### src/rtl/vga_pkg.sv
// Shared VGA geometry defaults and the sprite sequencer state encoding.
package vga_pkg;

  localparam int unsigned COORD_W     = 10;
  localparam int unsigned VGA_X_MAX   = 639;
  localparam int unsigned VGA_Y_MAX   = 479;
  localparam int unsigned VGA_SQ_SIZE = 64;

  typedef enum logic [2:0] {
    ST_IDLE,
    ST_READ,
    ST_MOVE,
    ST_WRITE,
    ST_DONE
  } seq_state_t;

endpackage

### src/rtl/sprite_move_unit.sv
// One-axis move/bounce step: advances pos by vel in dir and reflects at 0 / lim.
module sprite_move_unit
  import vga_pkg::*;
(
  input  logic [COORD_W-1:0] i_pos,
  input  logic               i_dir,
  input  logic [COORD_W-1:0] i_lim,
  input  logic [3:0]         i_vel,
  output logic [COORD_W-1:0] o_pos,
  output logic               o_dir
);

  logic [COORD_W:0] w_sum;

  assign w_sum = {1'b0, i_pos} + {{(COORD_W-3){1'b0}}, i_vel};

  // Clamp to the border and flip direction when the step would cross it.
  always_comb begin
    o_pos = i_pos;
    o_dir = i_dir;
    if (i_dir) begin
      if (w_sum > {1'b0, i_lim}) begin
        o_pos = i_lim;
        o_dir = 1'b0;
      end else begin
        o_pos = w_sum[COORD_W-1:0];
      end
    end else begin
      if (i_pos < {{(COORD_W-4){1'b0}}, i_vel}) begin
        o_pos = '0;
        o_dir = 1'b1;
      end else begin
        o_pos = i_pos - {{(COORD_W-4){1'b0}}, i_vel};
      end
    end
  end

endmodule

### src/rtl/sprite_motion_sequencer.sv
// Frame-rate sweep over the sprite register file using one shared move unit per axis.
module sprite_motion_sequencer
  import vga_pkg::*;
#(
  parameter int unsigned N_SPRITES   = 4,
  parameter int unsigned X_MAX       = VGA_X_MAX,
  parameter int unsigned Y_MAX       = VGA_Y_MAX,
  parameter int unsigned SQ_SIZE     = VGA_SQ_SIZE,
  parameter int unsigned SQ_VELOCITY = 1,
  parameter int unsigned TICK_LINE   = 481
)(
  input  logic               i_clk,
  input  logic               i_reset_n,
  input  logic [9:0]         i_x,
  input  logic [9:0]         i_y,
  input  logic               i_enable,
  input  logic               i_cfg_valid,
  output logic               o_cfg_ready,
  input  logic [2:0]         i_cfg_id,
  input  logic [9:0]         i_cfg_x,
  input  logic [9:0]         i_cfg_y,
  input  logic               i_cfg_dx,
  input  logic               i_cfg_dy,
  input  logic [2:0]         i_rd_id,
  output logic [9:0]         o_rd_x,
  output logic [9:0]         o_rd_y,
  output logic               o_busy,
  output logic               o_frame_done,
  output logic               o_overrun,
  output logic [15:0]        o_frame_count
);

  localparam logic [COORD_W-1:0] X_LIM    = COORD_W'(X_MAX - SQ_SIZE + 1);
  localparam logic [COORD_W-1:0] Y_LIM    = COORD_W'(Y_MAX - SQ_SIZE + 1);
  localparam logic [3:0]         VEL      = 4'(SQ_VELOCITY);
  localparam logic [3:0]         N_ID     = 4'(N_SPRITES);
  localparam logic [2:0]         LAST_IDX = 3'(N_SPRITES - 1);

  seq_state_t r_state, w_state_nxt;

  logic [COORD_W-1:0] r_x [0:7];
  logic [COORD_W-1:0] r_y [0:7];
  logic [7:0]         r_dx, r_dy;

  logic [COORD_W-1:0] r_wx, r_wy;
  logic               r_wdx, r_wdy;
  logic [COORD_W-1:0] w_nx, w_ny;
  logic               w_ndx, w_ndy;

  logic [2:0]  r_idx;
  logic        r_cond_q, r_overrun;
  logic [15:0] r_frame_count;
  logic        w_cond, w_tick, w_start, w_last;
  logic        w_ready, w_busy, w_done, w_latch, w_move, w_commit;
  logic        w_cfg_wr, w_rd_ok;

  assign w_cond   = (i_y == 10'(TICK_LINE)) && (i_x == '0);
  assign w_tick   = w_cond && !r_cond_q;
  assign w_start  = w_tick && i_enable;
  assign w_last   = (r_idx == LAST_IDX);
  assign w_cfg_wr = i_cfg_valid && w_ready && ({1'b0, i_cfg_id} < N_ID);
  assign w_rd_ok  = ({1'b0, i_rd_id} < N_ID);

  sprite_move_unit u_move_x (
    .i_pos (r_wx),
    .i_dir (r_wdx),
    .i_lim (X_LIM),
    .i_vel (VEL),
    .o_pos (w_nx),
    .o_dir (w_ndx)
  );

  sprite_move_unit u_move_y (
    .i_pos (r_wy),
    .i_dir (r_wdy),
    .i_lim (Y_LIM),
    .i_vel (VEL),
    .o_pos (w_ny),
    .o_dir (w_ndy)
  );

  // Sweep state register.
  always_ff @(posedge i_clk or negedge i_reset_n) begin
    if (!i_reset_n) r_state <= ST_IDLE;
    else            r_state <= w_state_nxt;
  end

  // Next-state and per-state control strobes.
  always_comb begin
    w_state_nxt = r_state;
    w_ready     = 1'b0;
    w_busy      = 1'b0;
    w_done      = 1'b0;
    w_latch     = 1'b0;
    w_move      = 1'b0;
    w_commit    = 1'b0;
    case (r_state)
      ST_IDLE: begin
        w_ready = !w_start;
        if (w_start) w_state_nxt = ST_READ;
      end
      ST_READ: begin
        w_busy      = 1'b1;
        w_latch     = 1'b1;
        w_state_nxt = ST_MOVE;
      end
      ST_MOVE: begin
        w_busy      = 1'b1;
        w_move      = 1'b1;
        w_state_nxt = ST_WRITE;
      end
      ST_WRITE: begin
        w_busy      = 1'b1;
        w_commit    = 1'b1;
        w_state_nxt = w_last ? ST_DONE : ST_READ;
      end
      ST_DONE: begin
        w_busy      = 1'b1;
        w_done      = 1'b1;
        w_state_nxt = ST_IDLE;
      end
      default: w_state_nxt = ST_IDLE;
    endcase
  end

  // Tick edge memory, sweep index, frame counter and sticky overrun.
  always_ff @(posedge i_clk or negedge i_reset_n) begin
    if (!i_reset_n) begin
      r_cond_q      <= 1'b0;
      r_idx         <= '0;
      r_frame_count <= '0;
      r_overrun     <= 1'b0;
    end else begin
      r_cond_q <= w_cond;
      if (w_start && r_state == ST_IDLE) r_idx <= '0;
      else if (w_commit && !w_last)      r_idx <= r_idx + 3'd1;
      if (w_done) r_frame_count <= r_frame_count + 16'd1;
      if (w_tick && r_state != ST_IDLE) r_overrun <= 1'b1;
    end
  end

  // Work registers: latch the entry in READ, hold the moved result in MOVE.
  always_ff @(posedge i_clk or negedge i_reset_n) begin
    if (!i_reset_n) begin
      r_wx  <= '0;
      r_wy  <= '0;
      r_wdx <= 1'b0;
      r_wdy <= 1'b0;
    end else if (w_latch) begin
      r_wx  <= r_x[r_idx];
      r_wy  <= r_y[r_idx];
      r_wdx <= r_dx[r_idx];
      r_wdy <= r_dy[r_idx];
    end else if (w_move) begin
      r_wx  <= w_nx;
      r_wy  <= w_ny;
      r_wdx <= w_ndx;
      r_wdy <= w_ndy;
    end
  end

  // Committed register file; sweep commits and config writes never coincide
  // because config is only ready in IDLE.
  always_ff @(posedge i_clk or negedge i_reset_n) begin
    if (!i_reset_n) begin
      for (int unsigned k = 0; k < 8; k++) begin
        r_x[k] <= COORD_W'(80 * k);
        r_y[k] <= COORD_W'(48 * k);
      end
      r_dx <= '1;
      r_dy <= '1;
    end else if (w_commit) begin
      r_x[r_idx]  <= r_wx;
      r_y[r_idx]  <= r_wy;
      r_dx[r_idx] <= r_wdx;
      r_dy[r_idx] <= r_wdy;
    end else if (w_cfg_wr) begin
      r_x[i_cfg_id]  <= i_cfg_x;
      r_y[i_cfg_id]  <= i_cfg_y;
      r_dx[i_cfg_id] <= i_cfg_dx;
      r_dy[i_cfg_id] <= i_cfg_dy;
    end
  end

  assign o_rd_x        = w_rd_ok ? r_x[i_rd_id] : '0;
  assign o_rd_y        = w_rd_ok ? r_y[i_rd_id] : '0;
  assign o_cfg_ready   = w_ready;
  assign o_busy        = w_busy;
  assign o_frame_done  = w_done;
  assign o_overrun     = r_overrun;
  assign o_frame_count = r_frame_count;

endmodule

### config.mk
export PLATFORM = sky130hd
export DESIGN_NAME = sprite_motion_sequencer
export DESIGN_NICKNAME = d
export VERILOG_FILES = /design/src/rtl/vga_pkg.sv /design/src/rtl/sprite_move_unit.sv /design/src/rtl/sprite_motion_sequencer.sv
export SDC_FILE = /design/constraint.sdc
export NUM_CORES = 1
export LEC_CHECK = 0
export CAP_MARGIN = 20
export CORE_UTILIZATION = 50
export CTS_BUF_LIST = sky130_fd_sc_hd__clkbuf_2 sky130_fd_sc_hd__clkbuf_4 sky130_fd_sc_hd__clkbuf_8
export DETAILED_ROUTE_END_ITERATION = 7
export PLACE_DENSITY = 0.7
export SLEW_MARGIN = 10
export SYNTH_ARGS = -nofsm -noshare
export SYNTH_HDL_FRONTEND = slang
export SYNTH_SLANG_ARGS = --single-unit
export TNS_END_PERCENT = 10
### constraint.sdc
create_clock -name i_clk -period 7.6 [get_ports i_clk]
set_clock_uncertainty 0.1 [all_clocks]
set_input_delay 1.14 -clock i_clk [delete_from_list [all_inputs] [get_ports i_clk]]
set_output_delay 1.14 -clock i_clk [all_outputs]
set_load 0.05 [all_outputs]
Word-level counts from Yosys, hierarchy flattened
Index checks and enable logic that the tools add are counted.

cells by class
  $add $sub $neg = 6
  magnitude comparators = 15
  equality and inequality tests = 7
  multiplexer cells = 73
  bitwise gates (word level) = 3
  reductions and logical operators = 22

operators by type and width
  operator                                                                        count
  80-bit bitwise mux                                                              4
  80-bit 2-to-1 mux                                                               4
  10-bit 2-to-1 mux                                                               22
  10-bit binary-select mux with 3-bit select                                      4
  10-bit demux with 3-bit select                                                  2
  8-bit bitwise mux                                                               4
  8-bit 2-to-1 mux                                                                4
  10-bit by 1-bit adder with 11-bit output (second input constant)                2
  10-bit by 1-bit less-than comparator with 1-bit output (second input constant)  2
  1-bit 2-to-1 mux                                                                20
  10-bit by 1-bit subtractor with 10-bit output (second input constant)           2
  16-bit by 1-bit adder with 16-bit output (second input constant)                1
  4-bit greater-or-equal comparator (second input constant)                       3
  1-bit logical AND                                                               12
  3-bit 2-to-1 mux                                                                4
  3-bit inverter with 4-bit output                                                3
  3-bit one-hot mux with 4 select lines                                           1
  11-bit by 10-bit > comparator with 1-bit output (second input constant)         1
  11-bit by 9-bit > comparator with 1-bit output (second input constant)          1
  10-bit by 9-bit equality test with 1-bit output (second input constant)         1
  10-bit zero test                                                                1
  3-bit by 2-bit equality test with 1-bit output (second input constant)          3
  3-bit by 4-bit less-than comparator with 1-bit output (second input constant)   2
  4-bit by 1-bit less-than comparator with 1-bit output (second input constant)   2
  other kinds (13)                                                                21

word-level totals
  bits in registers = 222
  input bits = 52
  output and inout bits = 40
  word-level logic and storage cells = 153

Logic depth before layout (Yosys ltp)
Gate-level depths: netlist of run 1.

  depth in word-level cells = 10
  depth in mapped cells = 11
  mapped depth without buffers = 9

Cells and area by module
From an unflattened synthesis of run 1, not the netlist that was laid out.

second synthesis, totals
  cell total of the unflattened synthesis = 1434
  area total of the unflattened synthesis = 14490.1 sq um

by module, submodules not included
  module                       instances  cells each  area each (sq um)  seq. area each (sq um)
  sprite_motion_sequencer      1          1150        12424.4            5621.6
  sprite_move_unit (u_move_x)  1          149         1068.5             0.0
  sprite_move_unit (u_move_y)  1          135         997.2              0.0

Worst setup path after synthesis of run 1
Ideal clock, no wire load.

  path kind = input to output
  start point = in i_rd_id[0]
  end point = out o_rd_x[0]
  arrival time = 2693 ps
  data required time = 6360 ps
  setup slack = 3667 ps
  stages on the path = 3
  buffers on the path = 1
  cells stage by stage = clkbuf_1 > mux4_2 > nor2b_1

on the way
  longest elaborated chain between the ends = 5
  elaborated cells on any way between the ends = 6
  classes of those cells = 1 x order compare; 4 x mux; 1 x bitwise

ends and longest elaborated chain
  element                                                 RTL line                        RTL
  start: declaration                                      sprite_motion_sequencer.sv:24   input logic [2:0] i_rd_id,
  3-bit inverter with 4-bit output (not written as such)  sprite_motion_sequencer.sv:185  assign o_rd_x = w_rd_ok ? r_x[i_rd_id] : '0;
  10-bit binary-select mux with 3-bit select              sprite_motion_sequencer.sv:185
  10-bit 2-to-1 mux (not written as such) (2 in a row)    sprite_motion_sequencer.sv:185
  10-bit 2-to-1 mux *                                     sprite_motion_sequencer.sv:185
  end: declaration                                        sprite_motion_sequencer.sv:25   output logic [9:0] o_rd_x,

Every way passes the cells marked *; elsewhere a longest branch is shown, timed or not. The select of a mux whose other input is x is not followed.

Final worst setup path of run 1
  start point = in i_rd_id[1]
  end point = out o_rd_y[9]

on the way
  longest elaborated chain between the ends = 5
  elaborated cells on any way between the ends = 6
  classes of those cells = 1 x order compare; 4 x mux; 1 x bitwise

ends and longest elaborated chain
  element                                                 RTL line                        RTL
  3-bit inverter with 4-bit output (not written as such)  sprite_motion_sequencer.sv:186  assign o_rd_y = w_rd_ok ? r_y[i_rd_id] : '0;
  10-bit binary-select mux with 3-bit select              sprite_motion_sequencer.sv:186
  10-bit 2-to-1 mux (not written as such) (2 in a row)    sprite_motion_sequencer.sv:186
  10-bit 2-to-1 mux *                                     sprite_motion_sequencer.sv:186
  end: declaration                                        sprite_motion_sequencer.sv:26   output logic [9:0] o_rd_y,

Marked as above.

==> metrics.md, run 1 <==
| Metric | Value |
|---|---|
| Synth-to-layout area growth | `15.7%` |
| CTS tree | `done` |
| Leakage | `about 5.8 nW` |
| CTS H-tree lvls | `2` |
| Final worst slack | `between 2000 and 3000 ps` |
| Dpl cell area | `roughly 14000 um2` |
| Sink of the worst hold path | `o_overrun` |
| Maximum fanout along the worst path | `20` |
| Ys Warns | `0` |
| # Max-Cap Violations | `0` |
| Clock Latency Late Sink | `about 550 ps` |
| Met2 WL | `~18 mm` |
| Vias in the first global route | `10.9k` |
| # nets final | `roughly 1.4k` |
| Detailed-route via count | `11.0k` |
| Mapped Area | `approximately 13000 um2` |
| Syn_nets | `between 1k and 1.5k` |
| Core Area | `about 24000 um2` |
| Fin crit period | `approximately 5100 ps` |
| Worst hold slack | `364 ps` |
| Share of cells above drive strength 1 | `0.221` |
| Synth Instances | `approximately 1.3k` |
| Number of placement rows | `between 50 and 60` |
| TritonCTS Buffers | `39` |
| Post-Place Cells | `roughly 1.6k` |
| Startpoint types | `input pin` |
| WS Path Type | `input pin to output port` |
| Die Area | `roughly 26000 um2` |
| Initial DRT Pass Iterations | `6` |
| Cell Pwr Density | `between 400 and 500 nW/um2` |
| Initial Utilization | `0.514` |
| Finished Cell Area | `between 10000 and 15000 um2` |
| Most common cell after layout, fill and taps aside | `dfrtp_1` |
| Fin cells | `roughly 1.7k` |
| WL/cell | `~24 um` |
| Final setup violation count | `0` |
| Met3 wire len | `4.49 mm` |
| Setup crit end kind | `output port` |
| Critical Path Max Stage Delay | `between 1000 and 1500 ps` |
| Status | `completed` |
| CP required | `between 6000 and 7000 ps` |
| GR Overflow Total | `0` |
| Cts repair resizes | `0` |
| Number of port buffers | `91` |
| Reg2reg end | `r_y[7]` |
| Highest Signal Layer | `met4` |
| Most frequent cells in the layout | `dfrtp_1, a21oi_1, nor2_1` |
| Type of the tightest min-delay check | `flip-flop to flip-flop` |
| Hold-fix buffer count after cts | `0` |
| Post-DP HPWL | `~26 mm` |
| Reg2reg start | `r_state[1]` |
| Worst VDD drop | `around 0.20 mV` |
| Clock slew at reported path FFs | `~60 ps` |
| Tcrit/Tclk final | `0.668` |
| CP max stage cell | `clkdlybuf4s50_1` |
| Async set-reset flop share out of synthesis | `1.00` |
| Synth unique cells | `70` |
| Largest net degree at the start of global routing | `80` |
| CTS max path bufs | `3` |
| Hold Crit Depth | `1` |
| Critical path arrival | `approximately 3800 ps` |
| Die X | `between 150 and 200 um` |
| Hold Vio Cnt, Final | `0` |
| Part of the Yosys area used for sequential elements | `0.447` |
| Met1 Wirelength | `16.9 mm` |
| Final ANT Viol Nets | `0` |
| Setup_tns | `0 ps` |
| Initial antenna violation count | `0` |
| Slew @ Worst Pin | `between 1000 and 1500 ps` |
| Avg Inst Size Synth | `9.92 um2` |
| FMAX | `197 MHz` |
| Synth Flop Type | `dfrtp_1` |
| Clk root buf | `clkbuf_8` |
| I/O Pins | `between 90 and 100` |
| Antenna diodes | `0` |
| First-pass GRT wire length | `62.1 mm` |
| HP Start | `o_overrun` |
| CP dominant cell by count | `clkdlybuf4s50_1` |
| Final wirelength | `approximately 40 mm` |
| Post-synth EDFFs | `0` |
| Vias per cell | `around 6.7` |
| Die boundary height | `approximately 160 um` |
| Pins Over Slew Limit | `0` |
| Gp weighted congestion | `0.920` |
| # Post-CTS Setup Buffers | `0` |
| CTS sink cnt | `between 200 and 250` |
| Critical Path, Cell by Cell | `clkdlybuf4s50_1 > mux4_2 > nor2b_1 > clkdlybuf4s50_1` |
| Synthesis-stage register bit count | `approximately 220` |
| Number of remaining DRC errors | `0` |
| Setup slack, reg-to-reg | `between 3000 and 4000 ps` |
| Unrepaired setup endpoints after global routing | `no` |
| Total GRT Usage | `0.312` |
| Placement Setup Slack | `between 2000 and 3000 ps` |
| Max_slew headroom | `0.255` |
| First DRT Iteration DRCs | `1477` |
| FF-to-FF path depth | `6` |
[power breakdown]
part	internal, mW	switching (mW)
clock	0.725	0.514
sequential	1.80	0.671
combinational	1.14	1.62
total	3.66	2.81
[worst max-delay path, delay by kind of cell]
kind,cells,cell delay [ps]
buffers and inverters,2,2060
muxes,1,370
and+or+nand+nor,1,240
[logic make-up after synthesis]
kind of cell	count (synthesis)	share of synthesized area
XOR/XNOR	28	0.0195
flip-flops	222	0.447
multiplexers	140	0.146
AND/OR/NAND/NOR	349	0.131
adder cells (fa/ha/maj)	7	0.00696
buffers and inverters	140	0.0455
AO/OA/AOI/OAI	382	0.204
[cell usage after synthesis (all sizes together) (3+ instances only)]
cell	number	share of area
a31oi	6	0.0030
a21o	6	0.0036
nor4	7	0.0035
clkbuf	92	0.027
a22oi	17	0.010
dfrtp	169	0.34
buf	34	0.014
or2	7	0.0035
nand4	6	0.0030
o221ai	5	0.0035
a21oi	150	0.060
o31ai	6	0.0040
or4	4	0.0024
a211oi	5	0.0030
or3	3	0.0015
nor2	148	0.044
ha	7	0.0070
nand3	23	0.0092
mux2	91	0.081
xor2	8	0.0056
nor3	15	0.0060
and2	10	0.0050
nand2	71	0.021
mux2i	23	0.018
o2111ai	3	0.0021
o22ai	4	0.0020
a32oi	88	0.061
and3	8	0.0040
a22o	6	0.0042
a221oi	16	0.012
nor2b	27	0.013
nand2b	8	0.0046
mux4	26	0.047
o21ai	42	0.017
and4	3	0.0021
dfstp	53	0.11
inv	13	0.0039
o211ai	7	0.0042
xnor2	20	0.014
[per-stage QoR]
| stage | utilization | power [mW] |
|---|---|---|
| 6_report | 0.595 | 6.47 |
| 4_1_cts | 0.595 | 6.39 |
| 5_1_grt | 0.595 | 6.80 |
| 3_5_place_dp | 0.559 | 5.15 |
| 3_3_place_gp | 0.558 | 5.07 |
| 2_1_floorplan | - | 4.24 |
[worst max path at each step]
stage | end | cells after the start | startpoint
2_1_floorplan | o_rd_x[0] | 3 | i_rd_id[0]
3_3_place_gp | o_rd_y[9] | 4 | i_rd_id[1]
3_5_place_dp | o_rd_y[9] | 4 | i_rd_id[1]
4_1_cts | o_rd_y[9] | 4 | i_rd_id[1]
5_1_grt | o_rd_x[9] | 4 | i_rd_id[1]
6_report | o_rd_y[9] | 4 | i_rd_id[1]
[sequential cells by signal, summed over array words and instances (netlist names)]
name	cells
r_wdy	1
r_wy	10
r_y	80
r_dy	8
o_overrun	1
r_cond_q	1
r_wdx	1
r_x	80
r_dx	8
o_frame_count	16
r_idx	3
r_state	3
r_wx	10
[layout make-up]
| cell class | instances | area (um2) |
|---|---|---|
| Clock buffer | 65 | 788 |
| Clock inverter | 7 | 93.8 |
| Fill cell | 2089 | 9910 |
| Inverter | 14 | 52.6 |
| Multi-Input combinational cell | 906 | 6450 |
| Sequential cell | 222 | 5630 |
| Tap cell | 324 | 405 |
| Timing Repair Buffer | 120 | 1140 |
[per-layer routing]
layer | global-route usage | vias up
met3 | 0.0819 | 93
met5 | 0 | -
li1 | - | 4820
met4 | 0.0970 | 0
met1 | 0.434 | 5457
met2 | 0.475 | 659
Power figures use the tool's default switching activity.
==> run 2, diff against run 1 <==
--- a/config.mk
+++ b/config.mk
@@ -9,7 +9,7 @@
 export CORE_UTILIZATION = 50
 export CTS_BUF_LIST = sky130_fd_sc_hd__clkbuf_2 sky130_fd_sc_hd__clkbuf_4 sky130_fd_sc_hd__clkbuf_8
 export DETAILED_ROUTE_END_ITERATION = 7
-export PLACE_DENSITY = 0.7
+export PLACE_DENSITY = 0.72
 export SLEW_MARGIN = 10
 export SYNTH_ARGS = -nofsm -noshare
 export SYNTH_HDL_FRONTEND = slang
==> constraint.sdc (replaced) <==
create_clock -name i_clk -period 4.27 [get_ports i_clk]
set_clock_uncertainty 0.1 [all_clocks]
set_input_delay 0.6405 -clock i_clk [delete_from_list [all_inputs] [get_ports i_clk]]
set_output_delay 0.6405 -clock i_clk [all_outputs]
set_load 0.05 [all_outputs]
==> run 2 against run 1 <==
Compared with the run above:
- worst hold slack got worse by 350 ps
- final area fell by 0.11%
- clock power is 66% higher
- setup slack got worse by 1900 ps
- sequential power is 79% higher
- core utilization fell by 0.066 points
- register-to-register slack worse by 2500 ps
- combinational power rose by 76%
- die area unchanged
- non-clock buffer count rose by 10
==> metrics.md, run 2 (synthesis gave the netlist of run 1 again) <==
| Metric | Value |
|---|---|
| Status | `completed` |
| Detailed-route via count | `11.0k (-0.16%)` |
| Die Area | `25800 um2 (unchanged)` |
| Final Util | `0.594 (-0.000665)` |
| WL/cell | `23.2 um (-4.0%)` |
| Critical Path, Cell by Cell | `clkdlybuf4s50_1 > or4_1 > nor4_1 > a21oi_1 > clkdlybuf4s50_1` |
| Post-DP HPWL | `24.9 mm (-2.6%)` |
| Initial DRT Pass Iterations | `5 (-1)` |
| Setup crit end kind | `output port` |
| CP dominant cell by count | `clkdlybuf4s50_1` |
| First DRT Iteration DRCs | `1321 (-11%)` |
| Antenna diodes | `0 (unchanged)` |
| Switch share | `0.435 (+0.00129)` |
| Worst VDD drop | `0.401 mV (+100%)` |
| Leakage | `5.82 nW (+0.98%)` |
| CTS sink cnt | `222 (unchanged)` |
| CTS max path bufs | `3 (unchanged)` |
| TritonCTS Buffers | `39 (unchanged)` |
| Total GRT Usage | `0.300 (-0.0120)` |
| FMAX | `between 200 and 300 MHz` |
| Cts repair resizes | `0 (unchanged)` |
| Core Area | `24500 um2 (unchanged)` |
| Sequential share of power | `0.390 (+0.008)` |
| Tcrit/Tclk final | `0.858` |
| Clock share of power | `0.182 (-0.010)` |
| # nets final | `1372 (+0.73%)` |
| Number of placement rows | `57 (unchanged)` |
| Most common cell after layout, fill and taps aside | `dfrtp_1` |
| Hold Vio Cnt, Final | `0 (unchanged)` |
| Gp weighted congestion | `0.924 (+0.35%)` |
| CP required | `3530 ps (-2830 ps)` |
| Critical Path Max Stage Delay | `720 ps (-480 ps)` |
| Power Internal | `6.39 mW (+75%)` |
| I/O Pins | `92 (unchanged)` |
| Number of port buffers | `91 (unchanged)` |
| Cell Pwr Density | `778 nW/um2 (+75%)` |
| Hold-fix buffer count after cts | `0 (unchanged)` |
| Die boundary height | `161 um (unchanged)` |
| Largest net degree at the start of global routing | `112 (+40%)` |
| Share of cells above drive strength 1 | `0.241 (+0.0195)` |
| # Max-Cap Violations | `0 (unchanged)` |
| WS Path Type | `input pin to output port` |
| Clock slew at reported path FFs | `60 ps (about the same)` |
| Vias in the first global route | `10.5k (-3.7%)` |
| Final wirelength | `38.7 mm (-3.5%)` |
| Switching Power | `4.92 mW (+75%)` |
| Slew @ Worst Pin | `995 ps (-119 ps)` |
| Crit-path leading delay family | `buffers and inverters` |
| # Post-CTS Setup Buffers | `0 (unchanged)` |
| Most frequent cells in the layout | `dfrtp_1, a21oi_1, nor2_1` |
| Critical path arrival | `2920 ps (-920 ps)` |
| Max_slew headroom | `0.336 (+0.0816)` |
| CP max stage cell | `clkdlybuf4s50_1` |
| Startpoint types | `input pin` |
| Met3 wire len | `4.03 mm (-10%)` |
| Die X | `161 um (unchanged)` |
| Initial antenna violation count | `0 (unchanged)` |
| Clock Latency Late Sink | `550 ps (about the same)` |
| Type of the tightest min-delay check | `input pin to asynchronous set/reset pin` |
| Final setup violation count | `0 (unchanged)` |
| Vias per cell | `6.61 (-0.64%)` |
| CTS H-tree lvls | `2 (unchanged)` |
| Setup_tns | `0 ps (unchanged)` |
| GR Overflow Total | `0 (unchanged)` |
| First-pass GRT wire length | `60.0 mm (-3.5%)` |
| Fin cells | `1666 (+0.48%)` |
| Clk root buf | `clkbuf_8` |
| Synth-to-layout area growth | `15.6%` |
| Highest Signal Layer | `met4` |
| Fin crit period | `about 3700 ps` |
| Final ANT Viol Nets | `0 (unchanged)` |
| Met2 WL | `17.0 mm (-4.3%)` |
| Unrepaired setup endpoints after global routing | `no` |
| WP buf/inv | `2 (unchanged)` |
| CTS tree | `done` |
| Number of remaining DRC errors | `0 (unchanged)` |
| Initial Utilization | `0.514 (unchanged)` |
| Met1 Wirelength | `16.5 mm (-2.3%)` |
| Combinational Power Share | `0.429 (+0.002)` |
| Pins Over Slew Limit | `0 (unchanged)` |
| Post-Place Cells | `1595 (+0.57%)` |
| Maximum fanout along the worst path | `3 (-85%)` |
==> run 2: cell count changes in the layout (fill, tap and decap cells not counted) <==
cell and delta:
clkdlybuf4s50_1 -20, buf_8 +1, inv_8 -1, buf_4 +28
clkinv_2 +3, clkbuf_4 -3, inv_6 +1, buf_6 -1
buf_12 +2, bufinv_16 -2
==> run 2: per-stage QoR <==
stage               cell area [um2]  worst slack [ps]  hold slack (ps)  power (mW)
global placement              13700               668              346        9.00
global route                  14500               455             95.3        11.9
detailed placement            13700               562              359        9.12
CTS                           14500               560             86.6        11.2
floorplan                     12600              1340              245        7.55
finish                        14500               607             13.8        11.3
==> run 2: power by group through the flow <==
stage,clock [mW],sequential (mW),combinational (mW)
global placement,0,4.33,4.66
detailed placement,0,4.37,4.75
floorplan,0,3.66,3.90
global route,2.17,4.52,5.24
CTS,2.08,4.35,4.77
finish,2.06,4.41,4.85
==> run 2: path summary, 6_finish.rpt <==
path                       slack [ps]  cells past startpoint      start          endpoint
max                               610                      5     i_x[3]       o_cfg_ready
min                                10                      1  i_reset_n  o_frame_count[9]
max reg2reg                      1210                      9    r_wx[0]           r_wx[4]
min reg2reg                       370                      1  o_overrun         o_overrun
max in group asynchronous        2930                      2  i_reset_n           r_dy[0]
min in group i_clk                370                      1  o_overrun         o_overrun
==> run 2: layout make-up <==
class	count	area [um2]
multi-input combinational	906	6450
timing repair buffer	130	1190
clock inverter	8	46.3
fill	2022	9920
sequential	222	5630
clock buffer	62	766
inverter	14	52.6
tap	324	405
==> run 2: routing by layer <==
layer,up-vias,GRT usage
met2,637,0.453
met1,5445,0.428
li1,4828,-
met5,-,0
met4,0,0.0983
met3,101,0.0635
==> run 2: worst register-to-register path: cells and delay by family, from the launching register on <==
kind	cells	cell delay [ps]
fa+ha+maj	1	270
compound gates	5	1460
simple gates	2	330
flops	1	660
buf+inv	1	170
==> run 3, diff against run 2 <==
--- a/config.mk
+++ b/config.mk
@@ -6,12 +6,16 @@
 export NUM_CORES = 1
 export LEC_CHECK = 0
 export CAP_MARGIN = 20
-export CORE_UTILIZATION = 50
+export CELL_PAD_IN_SITES_DETAIL_PLACEMENT = 0
+export CELL_PAD_IN_SITES_GLOBAL_PLACEMENT = 1
+export CORE_UTILIZATION = 44
 export CTS_BUF_LIST = sky130_fd_sc_hd__clkbuf_2 sky130_fd_sc_hd__clkbuf_4 sky130_fd_sc_hd__clkbuf_8
 export DETAILED_ROUTE_END_ITERATION = 7
-export PLACE_DENSITY = 0.72
+export HOLD_SLACK_MARGIN = 0.08
+export PLACE_DENSITY_LB_ADDON = 0.1
 export SLEW_MARGIN = 10
 export SYNTH_ARGS = -nofsm -noshare
 export SYNTH_HDL_FRONTEND = slang
+export SYNTH_HIERARCHICAL = 1
 export SYNTH_SLANG_ARGS = --single-unit
 export TNS_END_PERCENT = 10
==> run 3 against run 2 <==
Compared with the run above:
- final area up 17%
- critical path depth up 11
- largest power group unchanged
- final cell count up 22%
- synthesized area up 15%
- synthesized cell count up 13%
- combinational power up 27%
- flip-flop and latch count unchanged
- count of clock-buffer cells in the layout up 6
- critical endpoint is now r_wx[9]
- sequential share of layout area down 5.7 points
- setup slack worse by 280 ps
- die area up 30%
==> metrics.md, run 3 <==
| Metric | Value |
|---|---|
| Status | `completed` |
| Number of placement rows | `66 (+16%)` |
| WS Path Type | `flip-flop to flip-flop` |
| Synth Flop Type | `dfrtp_1` |
| Combinational Power Share | `0.496 (+0.067)` |
| Worst VDD drop | `0.408 mV (+1.6%)` |
| Critical path arrival | `4240 ps (+1320 ps)` |
| Leakage | `7.62 nW (+31%)` |
| Top-area cell type share of the netlist area | `0.292 (-0.0444)` |
| Unrepaired setup endpoints after global routing | `no` |
| Crit path launch | `r_wx[0]` |
| I/O Pins | `92 (unchanged)` |
| Total GRT Usage | `0.276 (-0.0234)` |
| Most common cell after layout, fill and taps aside | `dfrtp_1` |
| Slew @ Worst Pin | `1110 ps (+112 ps)` |
| Post-synth EDFFs | `0 (unchanged)` |
| Area of the multi-input gates | `8340 um2 (+29%)` |
| Initial antenna violation count | `1 (+1)` |
| Post-DP HPWL | `29.8 mm (+20%)` |
| First DRT Iteration DRCs | `892 (-32%)` |
| Sequential share of power | `0.316 (-0.074)` |
| Clock Latency Late Sink | `550 ps (about the same)` |
| Commonest cells post-synth | `dfrtp_1, mux2_2, nand3_1` |
| Reg2reg start | `r_wx[0]` |
| Clk root buf | `clkbuf_8` |
| Mapped Area | `14500 um2 (+15%)` |
| Fin crit period | `3950 ps (+282 ps)` |
| Pins Over Slew Limit | `0 (unchanged)` |
| Initial DRT Pass Iterations | `5 (unchanged)` |
| Synth unique cells | `75 (+7.1%)` |
| FF/Latch Area | `5630 um2 (unchanged)` |
| CTS tree | `done` |
| Type of the tightest min-delay check | `input pin to asynchronous set/reset pin` |
| Cell Pwr Density | `732 nW/um2 (-6.0%)` |
| CP required | `4560 ps (+1030 ps)` |
| Most numerous cell in the Yosys netlist | `dfrtp_1` |
| Avg Inst Size Synth | `10.1 um2 (+1.9%)` |
| Switch share | `0.420 (-0.0150)` |
| Hold-fix buffer count after cts | `0 (unchanged)` |
| Filler Cell Count | `2967 (+47%)` |
| Top cells by area, synth | `dfrtp_1, mux2_2, dfstp_2, mux4_2, nand3_1` |
| # Max-Cap Violations | `0 (unchanged)` |
| Antenna diodes | `0 (unchanged)` |
| Number of port buffers | `91 (unchanged)` |
| Synth Instances | `1434 (+13%)` |
| Tcrit/Tclk final | `0.924 (+0.0661)` |
| FMAX | `253 MHz (-7.2%)` |
| Vias per cell | `5.81 (-12%)` |
| Final setup violation count | `0 (unchanged)` |
| # nets final | `1651 (+20%)` |
| Detailed-route via count | `11.8k (+7.2%)` |
| Most frequent cells in the layout | `dfrtp_1, mux2_2, nand3_1` |
| Startpoint types | `flip-flop` |
| Die Area | `33700 um2 (+30%)` |
| Number of remaining DRC errors | `0 (unchanged)` |
| Share of cells above drive strength 1 | `0.289 (+0.0488)` |
| WL/cell | `22.4 um (-3.8%)` |
| Gp weighted congestion | `0.880 (-4.7%)` |
| Vias in the first global route | `11.9k (+14%)` |
| Setup slack, reg-to-reg | `320 ps (-890 ps)` |
| Switching Power | `5.24 mW (+6.4%)` |
| Final Util | `0.525 (-0.0695)` |
| TritonCTS Buffers | `41 (+5.1%)` |
| CP max stage cell | `o311ai_0` |
| CTS sink cnt | `222 (unchanged)` |
| Maximum fanout along the worst path | `4 (+1)` |
| CTS H-tree lvls | `2 (unchanged)` |
| Largest area contributor in the netlist | `dfrtp_1` |
| Worst hold slack | `44.2 ps (+30.4 ps)` |
| Max_slew headroom | `0.262 (-0.0747)` |
| Power Internal | `7.23 mW (+13%)` |
| Initial Utilization | `0.446 (-0.0677)` |
| # Post-CTS Setup Buffers | `0 (unchanged)` |
| Hold Vio Cnt, Final | `0 (unchanged)` |
| Cts repair resizes | `0 (unchanged)` |
| Synthesis-stage register bit count | `222 (unchanged)` |
| Clock share of power | `0.188 (+0.006)` |
| FF-to-FF path depth | `16 (+7)` |
| Core Area | `32500 um2 (+33%)` |
| Final wirelength | `45.4 mm (+17%)` |
| Setup_tns | `0 ps (unchanged)` |
| Async set-reset flop share out of synthesis | `1.00 (unchanged)` |
| Die boundary height | `183 um (+14%)` |
| CTS max path bufs | `3 (unchanged)` |
| Critical Path, Cell by Cell | `ha_1 > inv_1 > fa_1 > nor2_1 > o311ai_0 > nor2_1 > xor2_1 > ha_1 > a211oi_1 > nand2_1 > o311ai_0 > buf_4 > a21oi_1 > a221o_2 > mux2i_1 > a21oi_1` |
| Die X | `183 um (+14%)` |
| Final ANT Viol Nets | `0 (unchanged)` |
| GR Overflow Total | `0 (unchanged)` |
| Largest net degree at the start of global routing | `117 (+4.5%)` |
| Setup crit end kind | `flip-flop` |
| Clock slew at reported path FFs | `60 ps (about the same)` |
| Critical Path Max Stage Delay | `620 ps (-100 ps)` |
| Part of the Yosys area used for sequential elements | `0.388 (-0.0590)` |
| Synth-to-layout area growth | `17.5%` |
| First-pass GRT wire length | `70.7 mm (+18%)` |
| Ys Warns | `6 (+6)` |
## run 3: final timing paths
path	end
max	r_wx[9]
min	r_wx[9]
max reg2reg	r_wx[9]
min reg2reg	o_overrun
max in group asynchronous	r_x[55]
min in group i_clk	o_overrun
## run 3: critical path: cells and delay by family (launching register included)
| kind | cells | cell delay, ps |
|---|---|---|
| compound gates | 6 | 1820 |
| mux | 1 | 130 |
| simple gates | 3 | 290 |
| xor+xnor | 1 | 190 |
| flops | 1 | 380 |
| buf+inv | 2 | 250 |
| fa+ha+maj | 3 | 640 |
## run 3: logic make-up (layout without fill, tap and decap cells)
family / count (synthesis) / after routing / synth area share
adders and majority gates: 43 / 43 / 0.0392
AOI/OAI and AO/OA: 224 / 224 / 0.110
xor gates and xnor gates: 39 / 39 / 0.0236
other: 2 / 58 / 0.000518
muxes: 232 / 232 / 0.210
and+or+nand+nor: 492 / 492 / 0.174
buffers and inverters: 180 / 279 / 0.0552
DFF: 222 / 222 / 0.388
## run 3: final cells by class
cell class,count,area share
clock buffer,68,0.0502
clock inverter,8,0.00602
inverter,45,0.00992
multi-input combinational,1088,0.490
sequential,222,0.330
tap,442,0.0325
timing repair buffer,158,0.0811
## run 3: metrics by stage
stage | power (mW) | cells | instance area [um2] | worst slack, ps
CTS | 12.4 | 2031 | 17000 | 337
finish | 12.5 | 2031 | 17000 | 325
detailed placement | 10.1 | 1955 | 16100 | 345
global placement | 10.0 | 1955 | 16100 | 427
floorplan | 8.13 | 1490 | 14700 | 554
global route | 13.2 | 2031 | 17000 | 99.6
## run 3: power by group through the flow
stage               registers [mW]  clock network (mW)  logic (mW)
floorplan                     3.52                   0        4.61
global placement              3.91                   0        6.09
CTS                           3.91                2.38        6.15
finish                        3.94                2.34        6.18
detailed placement            3.94                   0        6.12
global route                  4.05                2.48        6.71
## run 3: metal layers
| layer | up-vias | wire, um | track usage |
|---|---|---|---|
| met1 | 5890 | 21000 | 0.403 |
| met4 | 0 | 928 | 0.0760 |
| met5 | - | 0 | 0.00444 |
| met2 | 420 | 20300 | 0.422 |
| met3 | 70 | 3170 | 0.0444 |
| li1 | 5419 | - | - |
